$ cat src/rtl/sa_matmul_os.sv
// sa_matmul_os -- output-stationary systolic matrix multiplier.
//
// Computes C[ROWS x COLS] = A[ROWS x K] * B[K x COLS] with K chosen per job.
// Operands arrive un-skewed, one beat per k (column k of A, row k of B), and
// are skewed internally. Every operand carries a valid tag, so input bubbles
// flow through the array without accumulating. When the array has drained,
// C is returned one row per handshake, followed by a one-cycle done pulse.
//
// Ports:
//   clk, rst          rising-edge clock, synchronous active-high reset
//   start, cfg_k      job request (taken only in IDLE), K-1 for the job
//   busy              high from start acceptance until the job completes
//   in_valid/in_ready operand beat stream; in_ready is high only in LOAD
//   a_col, b_row      column k of A / row k of B, element i at [i*DATA_W +: DATA_W]
//   out_valid/ready   result row stream
//   out_row, out_idx  C row out_idx, element j at [j*ACC_W +: ACC_W]
//   done              one-cycle pulse after the last row handshake
//   sat_flag          sticky per job: an accumulator saturated / overflowed
//   dbg_state         current FSM state (IDLE=0, LOAD=1, FLUSH=2, OUT=3)
//
// Handshake rule for both streams: a transfer happens on a rising edge where
// valid and ready are both high; the source holds its payload stable while
// valid is high and ready is low.

module sa_matmul_os #(
    parameter int DATA_W = 8,
    parameter int ACC_W  = 20,
    parameter int ROWS   = 3,
    parameter int COLS   = 3,
    parameter int K_MAX  = 16,
    parameter int SAT    = 1,
    localparam int K_W   = (K_MAX > 1) ? $clog2(K_MAX) : 1,
    localparam int R_W   = (ROWS > 1) ? $clog2(ROWS) : 1
) (
    input  logic                     clk,
    input  logic                     rst,
    input  logic                     start,
    input  logic [K_W-1:0]           cfg_k,
    output logic                     busy,
    input  logic                     in_valid,
    output logic                     in_ready,
    input  logic [ROWS*DATA_W-1:0]   a_col,
    input  logic [COLS*DATA_W-1:0]   b_row,
    output logic                     out_valid,
    input  logic                     out_ready,
    output logic [COLS*ACC_W-1:0]    out_row,
    output logic [R_W-1:0]           out_idx,
    output logic                     done,
    output logic                     sat_flag,
    output logic [1:0]               dbg_state
);

    typedef enum logic [1:0] {
        S_IDLE  = 2'd0,
        S_LOAD  = 2'd1,
        S_FLUSH = 2'd2,
        S_OUT   = 2'd3
    } state_t;

    // The flush counter covers the skew of the far corner PE: the last beat
    // reaches PE(ROWS-1, COLS-1) ROWS+COLS-1 edges after it is accepted.
    localparam int FL_W = $clog2(ROWS + COLS);
    localparam logic [FL_W-1:0] FL_LAST = FL_W'(ROWS + COLS - 2);
    localparam logic [R_W-1:0]  R_LAST  = R_W'(ROWS - 1);

    localparam logic signed [ACC_W-1:0] ACC_MAX = {1'b0, {(ACC_W-1){1'b1}}};
    localparam logic signed [ACC_W-1:0] ACC_MIN = {1'b1, {(ACC_W-1){1'b0}}};
    localparam int EXT_W = ACC_W + 1 - 2*DATA_W;

    state_t            state_q;
    logic [K_W-1:0]    k_q;
    logic [K_W-1:0]    beat_q;
    logic [FL_W-1:0]   fl_q;
    logic [R_W-1:0]    r_q;
    logic              done_q;
    logic              sat_q;

    logic              start_acc;
    logic              beat_acc;
    logic [ROWS*COLS-1:0] sat_ev;

    assign start_acc = start && (state_q == S_IDLE);
    assign beat_acc  = in_valid && (state_q == S_LOAD);

    // Control FSM
    always_ff @(posedge clk) begin
        if (rst) begin
            state_q <= S_IDLE;
            k_q     <= '0;
            beat_q  <= '0;
            fl_q    <= '0;
            r_q     <= '0;
            done_q  <= 1'b0;
            sat_q   <= 1'b0;
        end else begin
            done_q <= 1'b0;
            if (start_acc) begin
                sat_q <= 1'b0;
            end else if (|sat_ev) begin
                sat_q <= 1'b1;
            end
            case (state_q)
                S_IDLE: begin
                    if (start) begin
                        k_q     <= cfg_k;
                        beat_q  <= '0;
                        r_q     <= '0;
                        state_q <= S_LOAD;
                    end
                end
                S_LOAD: begin
                    if (in_valid) begin
                        if (beat_q == k_q) begin
                            fl_q    <= '0;
                            state_q <= S_FLUSH;
                        end else begin
                            beat_q <= beat_q + 1'b1;
                        end
                    end
                end
                S_FLUSH: begin
                    if (fl_q == FL_LAST) begin
                        state_q <= S_OUT;
                    end else begin
                        fl_q <= fl_q + 1'b1;
                    end
                end
                S_OUT: begin
                    if (out_ready) begin
                        if (r_q == R_LAST) begin
                            done_q  <= 1'b1;
                            state_q <= S_IDLE;
                        end else begin
                            r_q <= r_q + 1'b1;
                        end
                    end
                end
                default: state_q <= S_IDLE;
            endcase
        end
    end

    assign busy      = (state_q != S_IDLE);
    assign in_ready  = (state_q == S_LOAD);
    assign out_valid = (state_q == S_OUT);
    assign done      = done_q;
    assign out_idx   = r_q;
    assign sat_flag  = sat_q;
    assign dbg_state = state_q;

    // Skewed operand edges of the array and the per-PE forwarded operands.
    logic signed [DATA_W-1:0] a_sk   [ROWS];
    logic                     a_sk_v [ROWS];
    logic signed [DATA_W-1:0] b_sk   [COLS];
    logic                     b_sk_v [COLS];
    logic signed [DATA_W-1:0] a_out   [ROWS][COLS];
    logic                     a_out_v [ROWS][COLS];
    logic signed [DATA_W-1:0] b_out   [ROWS][COLS];
    logic                     b_out_v [ROWS][COLS];
    logic signed [ACC_W-1:0]  acc     [ROWS][COLS];

    // Row i of A is delayed i extra cycles; stage 0 captures the beat and its tag.
    for (genvar gi = 0; gi < ROWS; gi++) begin : g_skew_a
        logic signed [DATA_W-1:0] d_q [0:gi];
        logic                     v_q [0:gi];
        always_ff @(posedge clk) begin
            if (rst) begin
                for (int d = 0; d <= gi; d++) begin
                    d_q[d] <= '0;
                    v_q[d] <= 1'b0;
                end
            end else begin
                d_q[0] <= a_col[gi*DATA_W +: DATA_W];
                v_q[0] <= beat_acc;
                for (int d = 1; d <= gi; d++) begin
                    d_q[d] <= d_q[d-1];
                    v_q[d] <= v_q[d-1];
                end
            end
        end
        assign a_sk[gi]   = d_q[gi];
        assign a_sk_v[gi] = v_q[gi];
    end

    // Column j of B is delayed j extra cycles.
    for (genvar gj = 0; gj < COLS; gj++) begin : g_skew_b
        logic signed [DATA_W-1:0] d_q [0:gj];
        logic                     v_q [0:gj];
        always_ff @(posedge clk) begin
            if (rst) begin
                for (int d = 0; d <= gj; d++) begin
                    d_q[d] <= '0;
                    v_q[d] <= 1'b0;
                end
            end else begin
                d_q[0] <= b_row[gj*DATA_W +: DATA_W];
                v_q[0] <= beat_acc;
                for (int d = 1; d <= gj; d++) begin
                    d_q[d] <= d_q[d-1];
                    v_q[d] <= v_q[d-1];
                end
            end
        end
        assign b_sk[gj]   = d_q[gj];
        assign b_sk_v[gj] = v_q[gj];
    end

    // Processing elements: accumulate a*b when both operand tags are set,
    // forward a to the right and b downward one cycle later.
    for (genvar gi = 0; gi < ROWS; gi++) begin : g_row
        for (genvar gj = 0; gj < COLS; gj++) begin : g_pe
            logic signed [DATA_W-1:0]   a_in;
            logic                       a_in_v;
            logic signed [DATA_W-1:0]   b_in;
            logic                       b_in_v;
            logic signed [2*DATA_W-1:0] prod;
            logic [ACC_W:0]             sum;
            logic                       ovf;
            logic                       fire;
            logic signed [ACC_W-1:0]    res;
            logic signed [DATA_W-1:0]   a_q;
            logic                       a_v_q;
            logic signed [DATA_W-1:0]   b_q;
            logic                       b_v_q;
            logic signed [ACC_W-1:0]    acc_q;

            if (gj == 0) begin : g_a_edge
                assign a_in   = a_sk[gi];
                assign a_in_v = a_sk_v[gi];
            end else begin : g_a_inner
                assign a_in   = a_out[gi][gj-1];
                assign a_in_v = a_out_v[gi][gj-1];
            end

            if (gi == 0) begin : g_b_edge
                assign b_in   = b_sk[gj];
                assign b_in_v = b_sk_v[gj];
            end else begin : g_b_inner
                assign b_in   = b_out[gi-1][gj];
                assign b_in_v = b_out_v[gi-1][gj];
            end

            assign fire = a_in_v & b_in_v;
            assign prod = a_in * b_in;
            // One guard bit: overflow is visible as disagreement of the top two bits.
            assign sum  = {acc_q[ACC_W-1], acc_q} + {{EXT_W{prod[2*DATA_W-1]}}, prod};
            assign ovf  = sum[ACC_W] ^ sum[ACC_W-1];

            if (SAT != 0) begin : g_sat
                assign res = ovf ? (sum[ACC_W] ? ACC_MIN : ACC_MAX) : sum[ACC_W-1:0];
            end else begin : g_wrap
                assign res = sum[ACC_W-1:0];
            end

            assign sat_ev[gi*COLS + gj] = fire & ovf;

            always_ff @(posedge clk) begin
                if (rst) begin
                    a_q   <= '0;
                    a_v_q <= 1'b0;
                    b_q   <= '0;
                    b_v_q <= 1'b0;
                    acc_q <= '0;
                end else begin
                    a_q   <= a_in;
                    a_v_q <= a_in_v;
                    b_q   <= b_in;
                    b_v_q <= b_in_v;
                    if (start_acc) begin
                        acc_q <= '0;
                    end else if (fire) begin
                        acc_q <= res;
                    end
                end
            end

            assign a_out[gi][gj]   = a_q;
            assign a_out_v[gi][gj] = a_v_q;
            assign b_out[gi][gj]   = b_q;
            assign b_out_v[gi][gj] = b_v_q;
            assign acc[gi][gj]     = acc_q;
        end
    end

    // Result row selected by the current row index.
    always_comb begin
        out_row = '0;
        for (int j = 0; j < COLS; j++) begin
            out_row[j*ACC_W +: ACC_W] = acc[r_q][j];
        end
    end

endmodule

$ cat config.mk
export PLATFORM = sky130hd
export DESIGN_NAME = sa_matmul_os
export DESIGN_NICKNAME = d
export VERILOG_FILES = /design/src/rtl/sa_matmul_os.sv
export SDC_FILE = /design/constraint.sdc
export NUM_CORES = 2
export LEC_CHECK = 0
export ABC_CLOCK_PERIOD_IN_PS = 10200
export CORE_MARGIN = 10
export CORE_UTILIZATION = 35
export CTS_BUF_LIST = sky130_fd_sc_hd__clkbuf_2
export DETAILED_ROUTE_END_ITERATION = 8
export SYNTH_ARGS = -nofsm -noshare
export SYNTH_HDL_FRONTEND = slang
export SYNTH_SLANG_ARGS = --single-unit
$ cat constraint.sdc
create_clock -name clk -period 10.2 [get_ports clk]
set_input_delay 1.02 -clock clk [delete_from_list [all_inputs] [get_ports clk]]
set_output_delay 1.02 -clock clk [all_outputs]
set_load 0.01 [all_outputs]
==> run metrics <==
final hold slack 0.189 ns; Layout Area Growth over Synthesis 9.26%; Layout Cells excl Fill 7065; simple-gate portion of the synthesized area a little under an eighth; Seq/Total Area, Yosys between 10% and 20%; count of clock tree sinks 394; Final Power 4.33 mW; areal power density over the cells 81.9 mW/mm^2; proportion of layout cells with a drive suffix above 1 ~4.7%; mux contribution to synthesized area 1.52%; largest vdd supply drop 0.0000843 V; Synth Area in Adders 49.2%; pre-CTS setup slack about 3 ns; worst min-delay path category input pin to flop; initial core utilization around a third; worst setup slack for register-to-register paths 3.02 ns; gp weighted congestion 0.857; total half-perimeter wirelength after legalization and detailed placement 99100 um; number of register bits inferred by synthesis 394; number of cell instances on the worst register-to-register path 18; setup TNS 0 ns; number of rows in the core area about 140; Warnings, synthesis 0; critical path data required time approximately 11 ns; iteration-0 DRC count of the detailed router ~1.7k; Cells after DPL 6849; first-pass GRT wire length 201000 um; largest family of logic cells by synthesized area adder cells; Final Setup Violations 0; die height 392 um; final setup skew 0.213 ns; Post-Synthesis Net Count about 6.4k; post-synth top area cell sky130_fd_sc_hd__fa_1; remaining design rule violation count 0; transition at the pin with the smallest max-transition slack 1.15 ns; clock tree from TritonCTS yes; Vias per Instance 4.80; final core occ between 30% and 40%; top fanout value on the critical path 20; top_reg_cell synth sky130_fd_sc_hd__dfxtp_1; number of buffer cells added on primary ports 125; core footprint between 0.1 and 0.15 sq mm; overall die width 392 um; largest net degree at the start of global routing 104; Syn Area/Cell 9.54 sq um; hold path startpoint b_row[9]; compound-gate portion of the synthesized area 8.89%; proportion of netlist area held by the largest area contributor 34.2%; Post-DP Area ~0.052 sq mm; post-synth cell types a little over 70; Total Wirelength 122000 um; portion of the clock cycle consumed by the worst path in the final layout 70.3%; worst max-slew margin expressed relative to the limit 23.0%; Total GRT Usage 16.3%; RR Endpoint g_row[1].g_pe[0].acc_q[9]; share of flip-flops with an asynchronous set or reset after synthesis 0%; post-synthesis cell area between 0.04 and 0.05 sq mm; number of antenna violations at the first check in global routing 4; Hold Path Cell Cnt 2; total gr overflow 0; worst hold path endpoint g_skew_b[1].d_q[0][1]; unrepaired setup endpoints after global routing no; count of H-tree levels built during CTS 3; class of the most critical setup path flop to flop; num ports 126; achievable frequency 0.139 GHz; buffer levels on the longest clock path 3; count of final hold-check violations 0; clock latency reported for the late side of the worst-skew pair 1.47 ns; clock input transition at the sequential cells of the worst setup and hold paths 0.11 ns; EDFF count, synth 0; Static Leak about 26 nW; final standard cell area without fillers 0.0529 sq mm; nets@finish roughly 6.5k; vias in the first global route 36.7k; via total after detailed routing ~34k; post-detailed-route count of antenna-violating nets 0; run status finished, final reports clean; arrival time at the worst endpoint a little over 8 ns; cell types with the largest area share after synthesis sky130_fd_sc_hd__fa_1, sky130_fd_sc_hd__dfxtp_1, sky130_fd_sc_hd__ha_1; final critical-path setup slack just over 3 ns; kind of end point of the critical path flop; Fillers 13.9k; number of clock buffers inserted by TritonCTS 110; Clk Tree Root Cell sky130_fd_sc_hd__clkbuf_2; xor and xnor fraction of the mapped netlist area 3.54%; synthesized instance count 5072; kind of launch point of the worst setup path flop; final routed wire length divided by cell count 17.2 um; count of instances resized after the clock tree is built 0; max-capacitance violation count 0; clock period minus final worst setup slack 7.18 ns; origin of the critical flop-to-flop path g_skew_a[1].d_q[0][15]; Die Footprint 0.154 sq mm; count of pins over their slew limit 0; number of iterations in the first detailed-routing pass 5
==> cell families after synthesis <==
family                   after synthesis
AND/OR/NAND/NOR                     1104
adder cells (fa/ha/maj)             1439
XOR/XNOR                             193
buffers and inverters               1124
multiplexers                          73
AO/OA/AOI/OAI                        745
flip-flops                           394
==> power breakdown <==
part	leakage [nW]	internal [mW]	total, mW	switching [mW]
clock network	0.812	0.595	1.38	0.788
registers	3.21	1.60	1.69	0.0963
logic	22.0	0.531	1.26	0.725
total	26.0	2.72	4.33	1.61
==> cell usage after synthesis, types with 3 or more instances <==
master                      count
sky130_fd_sc_hd__inv_1        948
sky130_fd_sc_hd__fa_1         828
sky130_fd_sc_hd__ha_1         440
sky130_fd_sc_hd__dfxtp_1      394
sky130_fd_sc_hd__nand2_1      334
sky130_fd_sc_hd__and2_1       294
sky130_fd_sc_hd__a21oi_1      277
sky130_fd_sc_hd__o21ai_0      270
sky130_fd_sc_hd__nor2b_1      217
sky130_fd_sc_hd__maj3_1       171
sky130_fd_sc_hd__clkbuf_1     146
sky130_fd_sc_hd__nor2_1       111
sky130_fd_sc_hd__xnor2_1       99
sky130_fd_sc_hd__xor2_1        92
sky130_fd_sc_hd__mux2i_1       70
sky130_fd_sc_hd__a21o_1        44
sky130_fd_sc_hd__nand2b_1      33
sky130_fd_sc_hd__nor3_1        33
sky130_fd_sc_hd__o21bai_1      32
sky130_fd_sc_hd__nand3_1       31
sky130_fd_sc_hd__a211oi_1      19
sky130_fd_sc_hd__a31oi_1       15
sky130_fd_sc_hd__o21a_1        14
sky130_fd_sc_hd__and3_1        13
sky130_fd_sc_hd__o22ai_1       13
sky130_fd_sc_hd__buf_1         11
sky130_fd_sc_hd__buf_2         11
sky130_fd_sc_hd__nor4_1         8
sky130_fd_sc_hd__or3_1          8
sky130_fd_sc_hd__a31o_2         7
sky130_fd_sc_hd__or2_2          7
sky130_fd_sc_hd__nand4_1        6
sky130_fd_sc_hd__clkinv_1       5
sky130_fd_sc_hd__o31ai_1        5
sky130_fd_sc_hd__o211ai_1       4
sky130_fd_sc_hd__o21ai_1        4
sky130_fd_sc_hd__a2111oi_0      3
sky130_fd_sc_hd__a211o_1        3
sky130_fd_sc_hd__a41o_1         3
sky130_fd_sc_hd__a41oi_1        3
sky130_fd_sc_hd__buf_4          3
sky130_fd_sc_hd__mux2_2         3
sky130_fd_sc_hd__o2111ai_1      3
sky130_fd_sc_hd__o41ai_2        3
==> final cells by class <==
type	instances	area [sq um]	share of cell area [%]
Antenna cell	6	15.0	0.0284
Clock buffer	141	706	1.33
Clock inverter	57	454	0.859
Inverter	953	3580	6.76
Multi-Input combinational cell	3554	36400	68.8
Sequential cell	394	7900	14.9
Tap cell	1794	2240	4.24
Timing Repair Buffer	166	1610	3.04
==> cell usage in the layout, fill, tap and decap left out, types with 14 or more instances in the layout <==
cell and instances:
sky130_fd_sc_hd__inv_1 948, sky130_fd_sc_hd__fa_1 828, sky130_fd_sc_hd__ha_1 440, sky130_fd_sc_hd__dfxtp_1 389, sky130_fd_sc_hd__nand2_1 334, sky130_fd_sc_hd__and2_1 294, sky130_fd_sc_hd__a21oi_1 276, sky130_fd_sc_hd__o21ai_0 270
sky130_fd_sc_hd__nor2b_1 217, sky130_fd_sc_hd__maj3_1 171, sky130_fd_sc_hd__clkbuf_2 141, sky130_fd_sc_hd__clkdlybuf4s50_1 124, sky130_fd_sc_hd__nor2_1 110, sky130_fd_sc_hd__xnor2_1 92, sky130_fd_sc_hd__xor2_1 90, sky130_fd_sc_hd__mux2i_1 70
sky130_fd_sc_hd__a21o_1 44, sky130_fd_sc_hd__clkinv_1 37, sky130_fd_sc_hd__nand2b_1 33, sky130_fd_sc_hd__o21bai_1 32, sky130_fd_sc_hd__nor3_1 32, sky130_fd_sc_hd__nand3_1 31, sky130_fd_sc_hd__buf_4 28, sky130_fd_sc_hd__a211oi_1 17
sky130_fd_sc_hd__a31oi_1 15, sky130_fd_sc_hd__o21a_1 14
==> flip-flops by register name (all words and copies together) (netlist names), 3 cells and up <==
| register | flops |
|---|---|
| g_row.g_pe.acc_q | 180 |
| fl_q | 3 |
| beat_q | 4 |
| g_skew_a.d_q | 48 |
| k_q | 4 |
| g_row.g_pe.b_q | 48 |
| g_skew_b.d_q | 48 |
| g_row.g_pe.a_q | 48 |
==> worst max-delay path by stage <==
stage | start | to | slack (ns) | cells after the start
detailed placement | g_row[0].g_pe[0].b_q[0] | g_row[1].g_pe[0].acc_q[18] | 3.03 | 18
finish | g_skew_a[1].d_q[0][15] | g_row[1].g_pe[0].acc_q[9] | 3.02 | 18
CTS | g_skew_a[1].d_q[0][15] | g_row[1].g_pe[0].acc_q[9] | 2.96 | 18
global placement | g_row[0].g_pe[0].b_q[0] | g_row[1].g_pe[0].acc_q[7] | 3.07 | 18
floorplan | g_row[0].g_pe[0].b_q[0] | g_row[1].g_pe[0].acc_q[10] | 3.86 | 20
global route | g_row[0].g_pe[0].b_q[0] | g_row[1].g_pe[0].acc_q[11] | 2.55 | 19
==> critical path, cell delays in order, from the launching register on <==
cell and delay, ns:
sky130_fd_sc_hd__dfxtp_1 0.50, sky130_fd_sc_hd__and2_1 0.73, sky130_fd_sc_hd__inv_1 0.13, sky130_fd_sc_hd__fa_1 0.51
sky130_fd_sc_hd__inv_1 0.06, sky130_fd_sc_hd__fa_1 0.48, sky130_fd_sc_hd__fa_1 0.58, sky130_fd_sc_hd__fa_1 0.44
sky130_fd_sc_hd__fa_1 0.44, sky130_fd_sc_hd__ha_1 0.32, sky130_fd_sc_hd__nor2b_1 0.16, sky130_fd_sc_hd__a311o_2 0.41
sky130_fd_sc_hd__o311a_4 0.33, sky130_fd_sc_hd__o41a_1 0.35, sky130_fd_sc_hd__a41oi_2 0.25, sky130_fd_sc_hd__a21oi_2 0.11
sky130_fd_sc_hd__xnor2_2 0.84, sky130_fd_sc_hd__maj3_1 0.32, sky130_fd_sc_hd__a21oi_1 0.06
==> what timing repair did <==
item	CTS	global route
hold buffers	12	0
endpoints found under the hold margin	41	0
buffers inserted	0	0
==> routing by layer <==
layer  track usage (%)  vias to the layer above  share of wire (%)  wire length [um]
li1                  -                    16200                  -                 -
met3              2.73                      179                4.8              5800
met4              4.91                        0                3.0              3670
met1              21.5                    16900                 45             54600
met5                 0                        -                  0                 0
met2              27.4                      645                 47             57700
(Power assumes the default switching activity.)
